===== config.mk =====
export PLATFORM = sky130hd
export DESIGN_NAME = axil_reg_slave
export DESIGN_NICKNAME = d
export VERILOG_FILES = /design/src/rtl/axil_reg_slave.sv
export SDC_FILE = /design/constraint.sdc
export NUM_CORES = 1
export LEC_CHECK = 0
export ABC_AREA = 1
export CORE_AREA = 4 4 450 452
export DETAILED_ROUTE_END_ITERATION = 8
export DIE_AREA = 0 0 454 456
export GPL_TIMING_DRIVEN = 0
export PLACE_DENSITY = 0.34
export RECOVER_POWER = 100
export SLEW_MARGIN = 20
export SYNTH_ARGS = -nofsm -noshare
export SYNTH_HDL_FRONTEND = slang
export SYNTH_SLANG_ARGS = --single-unit

===== constraint.sdc =====
create_clock -name axilite_clk -period 2.6 [get_ports axilite_clk]
set_input_delay 0.52 -clock axilite_clk [delete_from_list [all_inputs] [get_ports axilite_clk]]
set_output_delay 0.52 -clock axilite_clk [all_outputs]
set_load 0.005 [all_outputs]

===== src/rtl/axil_reg_slave.sv =====
// rtl/axil_reg_slave.sv - AXI4-Lite responder exposing a bank of 32-bit control/status registers
//
// Purpose: terminates the AXI4-Lite register-access path. Read-write registers
// drive ctrl_regs to fabric logic; read-only registers return status_in slices.
// AW, W and AR are accepted independently; one write and one read may be in
// flight at the same time and never stall each other.
//
// Ports:
//   axilite_clk, axilite_rst   clock, synchronous active-high reset
//   s_axil_aw*/w*/b*           write address, write data, write response channels
//   s_axil_ar*/r*              read address, read data channels
//   ctrl_regs                  flattened register contents, reg i at [32*i+:32] (RO regs read 0)
//   status_in                  flattened status, only read-only slices are used
//   wr_pulse                   one-cycle pulse per register on a successful write commit
//   rd_pulse                   one-cycle pulse per register on completion of a read

module axil_reg_slave #(
  parameter int                  ADDR_W   = 12,
  parameter int                  NUM_REGS = 16,
  parameter logic [NUM_REGS-1:0] RO_MASK  = 16'h0003,
  parameter logic [31:0]         RST_VAL  = 32'h0000_0000
) (
  input  logic                    axilite_clk,
  input  logic                    axilite_rst,
  input  logic [ADDR_W-1:0]       s_axil_awaddr,
  input  logic [2:0]              s_axil_awprot,
  input  logic                    s_axil_awvalid,
  output logic                    s_axil_awready,
  input  logic [31:0]             s_axil_wdata,
  input  logic [3:0]              s_axil_wstrb,
  input  logic                    s_axil_wvalid,
  output logic                    s_axil_wready,
  output logic [1:0]              s_axil_bresp,
  output logic                    s_axil_bvalid,
  input  logic                    s_axil_bready,
  input  logic [ADDR_W-1:0]       s_axil_araddr,
  input  logic [2:0]              s_axil_arprot,
  input  logic                    s_axil_arvalid,
  output logic                    s_axil_arready,
  output logic [31:0]             s_axil_rdata,
  output logic [1:0]              s_axil_rresp,
  output logic                    s_axil_rvalid,
  input  logic                    s_axil_rready,
  output logic [NUM_REGS*32-1:0]  ctrl_regs,
  input  logic [NUM_REGS*32-1:0]  status_in,
  output logic [NUM_REGS-1:0]     wr_pulse,
  output logic [NUM_REGS-1:0]     rd_pulse
);

  localparam int IDX_W = ADDR_W - 2;

  localparam logic [1:0] RESP_OKAY   = 2'b00;
  localparam logic [1:0] RESP_SLVERR = 2'b10;
  localparam logic [1:0] RESP_DECERR = 2'b11;

  typedef enum logic [1:0] {
    WR_IDLE    = 2'd0,
    WR_COLLECT = 2'd1,
    WR_RESP    = 2'd2
  } wr_state_e;

  // One-hot register select; all zero when the index is beyond the bank.
  function automatic logic [NUM_REGS-1:0] decode(input logic [IDX_W-1:0] idx);
    logic [NUM_REGS-1:0] dec;
    dec = '0;
    for (int i = 0; i < NUM_REGS; i++) begin
      dec[i] = (idx == IDX_W'(i));
    end
    return dec;
  endfunction

  // Protection bits and the byte offset within a word carry no meaning here.
  logic unused_bits;
  assign unused_bits = ^{s_axil_awprot, s_axil_arprot, s_axil_awaddr[1:0], s_axil_araddr[1:0]};

  // ---------------------------------------------------------------------------
  // Write path state
  // ---------------------------------------------------------------------------
  wr_state_e             wr_state_q, wr_state_d;
  logic                  awready_q, awready_d;
  logic                  aw_held_q, aw_held_d;
  logic [IDX_W-1:0]      aw_idx_q, aw_idx_d;
  logic                  wready_q, wready_d;
  logic                  w_held_q, w_held_d;
  logic [31:0]           wdata_q, wdata_d;
  logic [3:0]            wstrb_q, wstrb_d;
  logic [1:0]            bresp_q, bresp_d;
  logic [NUM_REGS-1:0]   wr_pulse_q, wr_pulse_d;
  logic [31:0]           regs_q [NUM_REGS];
  logic [31:0]           regs_d [NUM_REGS];

  logic                  aw_hs, w_hs;
  logic                  bvalid;
  logic                  commit;
  logic [NUM_REGS-1:0]   wsel;
  logic                  w_in_range, w_is_ro;

  assign aw_hs = s_axil_awvalid && awready_q;
  assign w_hs  = s_axil_wvalid && wready_q;

  // Write FSM: state register
  always_ff @(posedge axilite_clk) begin
    if (axilite_rst) begin
      wr_state_q <= WR_IDLE;
    end else begin
      wr_state_q <= wr_state_d;
    end
  end

  // Write FSM: next state
  always_comb begin
    wr_state_d = wr_state_q;
    case (wr_state_q)
      WR_IDLE:    if (aw_hs || w_hs)         wr_state_d = WR_COLLECT;
      WR_COLLECT: if (aw_held_q && w_held_q) wr_state_d = WR_RESP;
      WR_RESP:    if (s_axil_bready)         wr_state_d = WR_IDLE;
      default:                               wr_state_d = WR_IDLE;
    endcase
  end

  // Write FSM: outputs
  always_comb begin
    bvalid = 1'b0;
    commit = 1'b0;
    case (wr_state_q)
      WR_COLLECT: commit = aw_held_q && w_held_q;
      WR_RESP:    bvalid = 1'b1;
      default: ;
    endcase
  end

  // AW/W acceptance. Ready is a single-cycle registered pulse, so each channel
  // takes at most one beat until the pending write has been answered.
  always_comb begin
    awready_d = s_axil_awvalid && !aw_held_q && !bvalid && !awready_q;
    aw_held_d = aw_held_q;
    aw_idx_d  = aw_idx_q;
    if (aw_hs) begin
      aw_held_d = 1'b1;
      aw_idx_d  = s_axil_awaddr[ADDR_W-1:2];
    end
    if (commit) begin
      aw_held_d = 1'b0;
    end

    wready_d = s_axil_wvalid && !w_held_q && !bvalid && !wready_q;
    w_held_d = w_held_q;
    wdata_d  = wdata_q;
    wstrb_d  = wstrb_q;
    if (w_hs) begin
      w_held_d = 1'b1;
      wdata_d  = s_axil_wdata;
      wstrb_d  = s_axil_wstrb;
    end
    if (commit) begin
      w_held_d = 1'b0;
    end
  end

  assign wsel       = decode(aw_idx_q);
  assign w_in_range = |wsel;
  assign w_is_ro    = |(wsel & RO_MASK);

  // Commit: byte-merge into the target register and choose the response.
  always_comb begin
    regs_d     = regs_q;
    bresp_d    = bresp_q;
    wr_pulse_d = '0;
    if (commit) begin
      if (!w_in_range) begin
        bresp_d = RESP_DECERR;
      end else if (w_is_ro) begin
        bresp_d = RESP_SLVERR;
      end else begin
        bresp_d    = RESP_OKAY;
        wr_pulse_d = wsel;
        for (int i = 0; i < NUM_REGS; i++) begin
          if (wsel[i]) begin
            for (int k = 0; k < 4; k++) begin
              if (wstrb_q[k]) begin
                regs_d[i][8*k +: 8] = wdata_q[8*k +: 8];
              end
            end
          end
        end
      end
    end
  end

  always_ff @(posedge axilite_clk) begin
    if (axilite_rst) begin
      awready_q  <= 1'b0;
      aw_held_q  <= 1'b0;
      aw_idx_q   <= '0;
      wready_q   <= 1'b0;
      w_held_q   <= 1'b0;
      wdata_q    <= '0;
      wstrb_q    <= '0;
      bresp_q    <= RESP_OKAY;
      wr_pulse_q <= '0;
      for (int i = 0; i < NUM_REGS; i++) begin
        regs_q[i] <= RST_VAL;
      end
    end else begin
      awready_q  <= awready_d;
      aw_held_q  <= aw_held_d;
      aw_idx_q   <= aw_idx_d;
      wready_q   <= wready_d;
      w_held_q   <= w_held_d;
      wdata_q    <= wdata_d;
      wstrb_q    <= wstrb_d;
      bresp_q    <= bresp_d;
      wr_pulse_q <= wr_pulse_d;
      for (int i = 0; i < NUM_REGS; i++) begin
        regs_q[i] <= regs_d[i];
      end
    end
  end

  // ---------------------------------------------------------------------------
  // Read path
  // ---------------------------------------------------------------------------
  logic                  arready_q, arready_d;
  logic                  ar_pend_q, ar_pend_d;
  logic [IDX_W-1:0]      ar_idx_q, ar_idx_d;
  logic                  rvalid_q, rvalid_d;
  logic [31:0]           rdata_q, rdata_d;
  logic [1:0]            rresp_q, rresp_d;
  logic [NUM_REGS-1:0]   rd_sel_q, rd_sel_d;
  logic [NUM_REGS-1:0]   rd_pulse_q, rd_pulse_d;

  logic                  ar_hs, r_hs;
  logic [NUM_REGS-1:0]   rsel;
  logic [31:0]           rd_val;

  assign ar_hs = s_axil_arvalid && arready_q;
  assign r_hs  = rvalid_q && s_axil_rready;
  assign rsel  = decode(ar_idx_q);

  // Read mux reads regs_q, so a read landing on a commit edge sees the old value.
  always_comb begin
    rd_val = '0;
    for (int i = 0; i < NUM_REGS; i++) begin
      if (rsel[i]) begin
        rd_val = RO_MASK[i] ? status_in[32*i +: 32] : regs_q[i];
      end
    end
  end

  // ar_pend covers the cycle between the AR handshake and rvalid rising, so a
  // second AR cannot slip in before the first response is visible.
  always_comb begin
    arready_d  = s_axil_arvalid && !rvalid_q && !arready_q && !ar_pend_q;
    ar_pend_d  = ar_pend_q;
    ar_idx_d   = ar_idx_q;
    rvalid_d   = rvalid_q;
    rdata_d    = rdata_q;
    rresp_d    = rresp_q;
    rd_sel_d   = rd_sel_q;
    rd_pulse_d = r_hs ? rd_sel_q : '0;

    if (ar_hs) begin
      ar_pend_d = 1'b1;
      ar_idx_d  = s_axil_araddr[ADDR_W-1:2];
    end

    if (ar_pend_q) begin
      ar_pend_d = 1'b0;
      rvalid_d  = 1'b1;
      rdata_d   = rd_val;
      rresp_d   = (|rsel) ? RESP_OKAY : RESP_DECERR;
      rd_sel_d  = rsel;
    end else if (r_hs) begin
      rvalid_d = 1'b0;
    end
  end

  always_ff @(posedge axilite_clk) begin
    if (axilite_rst) begin
      arready_q  <= 1'b0;
      ar_pend_q  <= 1'b0;
      ar_idx_q   <= '0;
      rvalid_q   <= 1'b0;
      rdata_q    <= '0;
      rresp_q    <= RESP_OKAY;
      rd_sel_q   <= '0;
      rd_pulse_q <= '0;
    end else begin
      arready_q  <= arready_d;
      ar_pend_q  <= ar_pend_d;
      ar_idx_q   <= ar_idx_d;
      rvalid_q   <= rvalid_d;
      rdata_q    <= rdata_d;
      rresp_q    <= rresp_d;
      rd_sel_q   <= rd_sel_d;
      rd_pulse_q <= rd_pulse_d;
    end
  end

  // ---------------------------------------------------------------------------
  // Outputs
  // ---------------------------------------------------------------------------
  always_comb begin
    ctrl_regs = '0;
    for (int i = 0; i < NUM_REGS; i++) begin
      ctrl_regs[32*i +: 32] = RO_MASK[i] ? 32'h0 : regs_q[i];
    end
  end

  assign s_axil_awready = awready_q;
  assign s_axil_wready  = wready_q;
  assign s_axil_bvalid  = bvalid;
  assign s_axil_bresp   = bresp_q;
  assign s_axil_arready = arready_q;
  assign s_axil_rvalid  = rvalid_q;
  assign s_axil_rdata   = rdata_q;
  assign s_axil_rresp   = rresp_q;
  assign wr_pulse       = wr_pulse_q;
  assign rd_pulse       = rd_pulse_q;

endmodule


==> out/qor.csv <==
metric;value;unit
wl_met2;103600;um
ys_ff_latch;596;
ff2ff_setup_slack;-0.09;ns
worstSkewPairLatency;0.71;ns
grt_pass1_vias;26891;
grt_use_total;0.1979;
wl_met3;14700;um
dpl_cell_area;0.03564;sq mm
routed_wl;213200;um
path_class;reg -> reg;
viasPerCell;4.054;
start_util;0.1280;
max_cap_viol_count;0;
crit_required;3.20;ns
clock_path_buffers;3;
arrival;3.29;ns
overflow;0;
drt_first_pass_iters;7;
wl_per_cell;30.74;um
power.total;23660;uW
min_to;s_axil_awready;
cts_root_buf;clkbuf_16;
power.density;590.9;mW/mm^2
num_io_pins;1170;
tightestPinTransition;1.147;ns
whs_path_depth;3;
worst_slack;-0.08950;ns
synthCells;3338;
max_clock_freq;371.8;MHz
clock-sinks;596;
fin_crit_sh;1.034;
drc;0;
yosysTopAreaCellShare;0.4689;
slew_violations;0;
rr_startpoint;ar_idx_q[4];
core-area;0.1988;sq mm
ant_nets;0;
ys_types;52;
ys.flop_type;dfxtp_1;
die_w;454;um
nNetsFinal;4792;
hp-class;in -> reg;
rr_endpoint;s_axil_rdata[26];
ff2ff_path_depth;16;
dieArea;0.2070;sq mm
portBuffers;647;
wl_met1;75660;um
area_growth;57.32;%
cts_tree;yes;
clock_skew;0.03726;ns
fp-row-count;164;
cp_slowest_stage_delay;0.35;ns
grt_pass1_wl;269700;um
slowest_stage;dfxtp_2;
rsz0062_at_grt;yes;
finalNonFillerCells;6935;
startpoint;ar_idx_q[4];
synth-edff-count;0;
pre_cts_slack;-1.719;ns
drtIter0Drc;2172;
fillers;22194;
synth-async-reset-ratio;0;
end_kind;flop;
synth.avg_cell_area;7.623;sq um
crit_chain;nor2_4 > nand2_4 > buf_12 > nor2_4 > buf_6 > buf_8 > nand3_4 > nand2_2 > a21oi_1 > nand4_1 > a21oi_2 > nand4_1 > nand2_1 > nand2_1 > nand2_2 > nand3_2;
synth_area;0.02545;sq mm
final_cell_area;0.04003;sq mm
htree_levels;3;
placed_cells;6713;
clkSlewWorstSetupHoldPaths;0.06;ns
finalHoldViolCount;0;
dp_hpwl;176900;um
synth.most_common_cell;dfxtp_1;
globalplace.congestion;0.8771;
p_leak;0.01573;uW
die_h;456;um
synth-seq-area-share;0.4689;
setup_tns;-0.4147;ns
critical_path.startpoint_type;flop;
drive_gt1_frac;0.1543;
antenna_found_initial;18;
min_from;s_axil_awvalid;
peakVddDrop;0.4737;mV
setup_viol;9;
grt_max_degree;13;
synthTopCellsByArea;dfxtp_1, o21ai_0, a21oi_1;
max_slew_margin;0.2356;
violations;negative setup slack;
period_minus_slack;2.689;ns
numCtsBuffers;82;
yosysTopAreaCell;dfxtp_1;
cts_hold_buf;0;
routed-via-count;28114;
ys_warn_count;0;
cp_max_fo;5;
dr.max_layer_used;met4;
status;finished with violations;
yosys-top-cells-count;dfxtp_1, nor2_1, o21ai_0, a21oi_1, nand2_1;
[critical path: cells and delay by family (launching register included)]
kind	cells	cell delay, ns
simple gates	11	1.47
buf+inv	3	0.41
compound gates	2	0.37
flops	1	0.35
[registers in the layout, indices dropped and copies added, names as in the netlist]
name and flops:
wdata_q 32, rd_pulse 16, rd_sel_q 16, ctrl_regs 448, aw_idx_q 10, ar_idx_q 10
s_axil_arready 1, aw_held_q 1, wr_state_q 2, wr_pulse 16, s_axil_rresp 1, s_axil_awready 1
s_axil_wready 1, s_axil_rdata 32, s_axil_rvalid 1, wstrb_q 4, w_held_q 1, s_axil_bresp 2
ar_pend_q 1
[layout make-up]
cell class	count	area (sq um)	area share
Multi-Input combinational cell	2309	12040	0.3008
Tap cell	2656	3323	0.08301
Buffer	274	1938	0.04841
Inverter	222	890.9	0.02225
Clock buffer	121	2441	0.06098
Sequential cell	596	11950	0.2984
Clock inverter	21	275.3	0.006876
Antenna cell	14	35.03	0.0008751
Timing Repair Buffer	722	7144	0.1785
[cell families (layout without fill, tap and decap cells)]
logic type             count (synthesis)  count (layout)  synth area share
buffers and inverters                498            1360           0.09701
other                                  1              80         0.0001474
and+or+nand+nor                     1206            1206            0.2187
muxes                                  8               8          0.003147
AOI/OAI and AO/OA                   1029            1029            0.2122
DFF                                  596             596            0.4689
[stage by stage]
stage / hold WS [ns] / util
3_3_place_gp: 0.4317 / 0.1785
4_1_cts: 0.3759 / 0.1984
5_1_grt: 0.4228 / 0.2012
6_report: 0.4211 / 0.2013
3_5_place_dp: 0.4347 / 0.1792
2_1_floorplan: 0.4104 / -
[routing by layer]
layer  track usage  vias to the layer above
li1              -                    12898
met2        0.3436                     1147
met5             0                        -
met1        0.2070                    13721
met3       0.04773                      348
met4        0.1453                        0
[how the worst max path moves through the flow]
stage | end | slack (ns) | depth (start not counted)
final | s_axil_rdata[26] | -0.09 | 16
after global routing | s_axil_rdata[26] | -0.17 | 16
after CTS | s_axil_rdata[26] | -0.15 | 16
after detailed placement | wdata_q[30] | -1.72 | 8
after global placement | wdata_q[30] | -2.44 | 7
after floorplan | ctrl_regs[453] | 0.69 | 14
[power breakdown]
group,switching [uW],total (uW),internal [uW]
sequential,86.1,9280,9200
clock,4850,11800,6970
combinational,1800,2560,761
total,6730,23700,16900
[what timing repair did]
item	in CTS	in global routing
setup endpoints to repair	314	227
setup buffers	33	33
hold endpoints to repair	0	0
gates cloned	2	0
pin swaps	59	68
resized for setup	229	97
[cells in the final DEF, fill, tap and decap left out, types with 60 or more instances in the layout]
master           count
nand2_1            389
nor2_1             455
nand4_1             60
clkbuf_1           100
conb_1              66
dfxtp_1            587
o21ai_0            475
nand3_1             71
nor2_4              74
clkbuf_16           84
clkdlybuf4s50_1    394
a21oi_1            423
inv_1              176
dlygate4sd3_1      252
buf_4              150
Note: power is estimated with default switching activity, not from simulation.
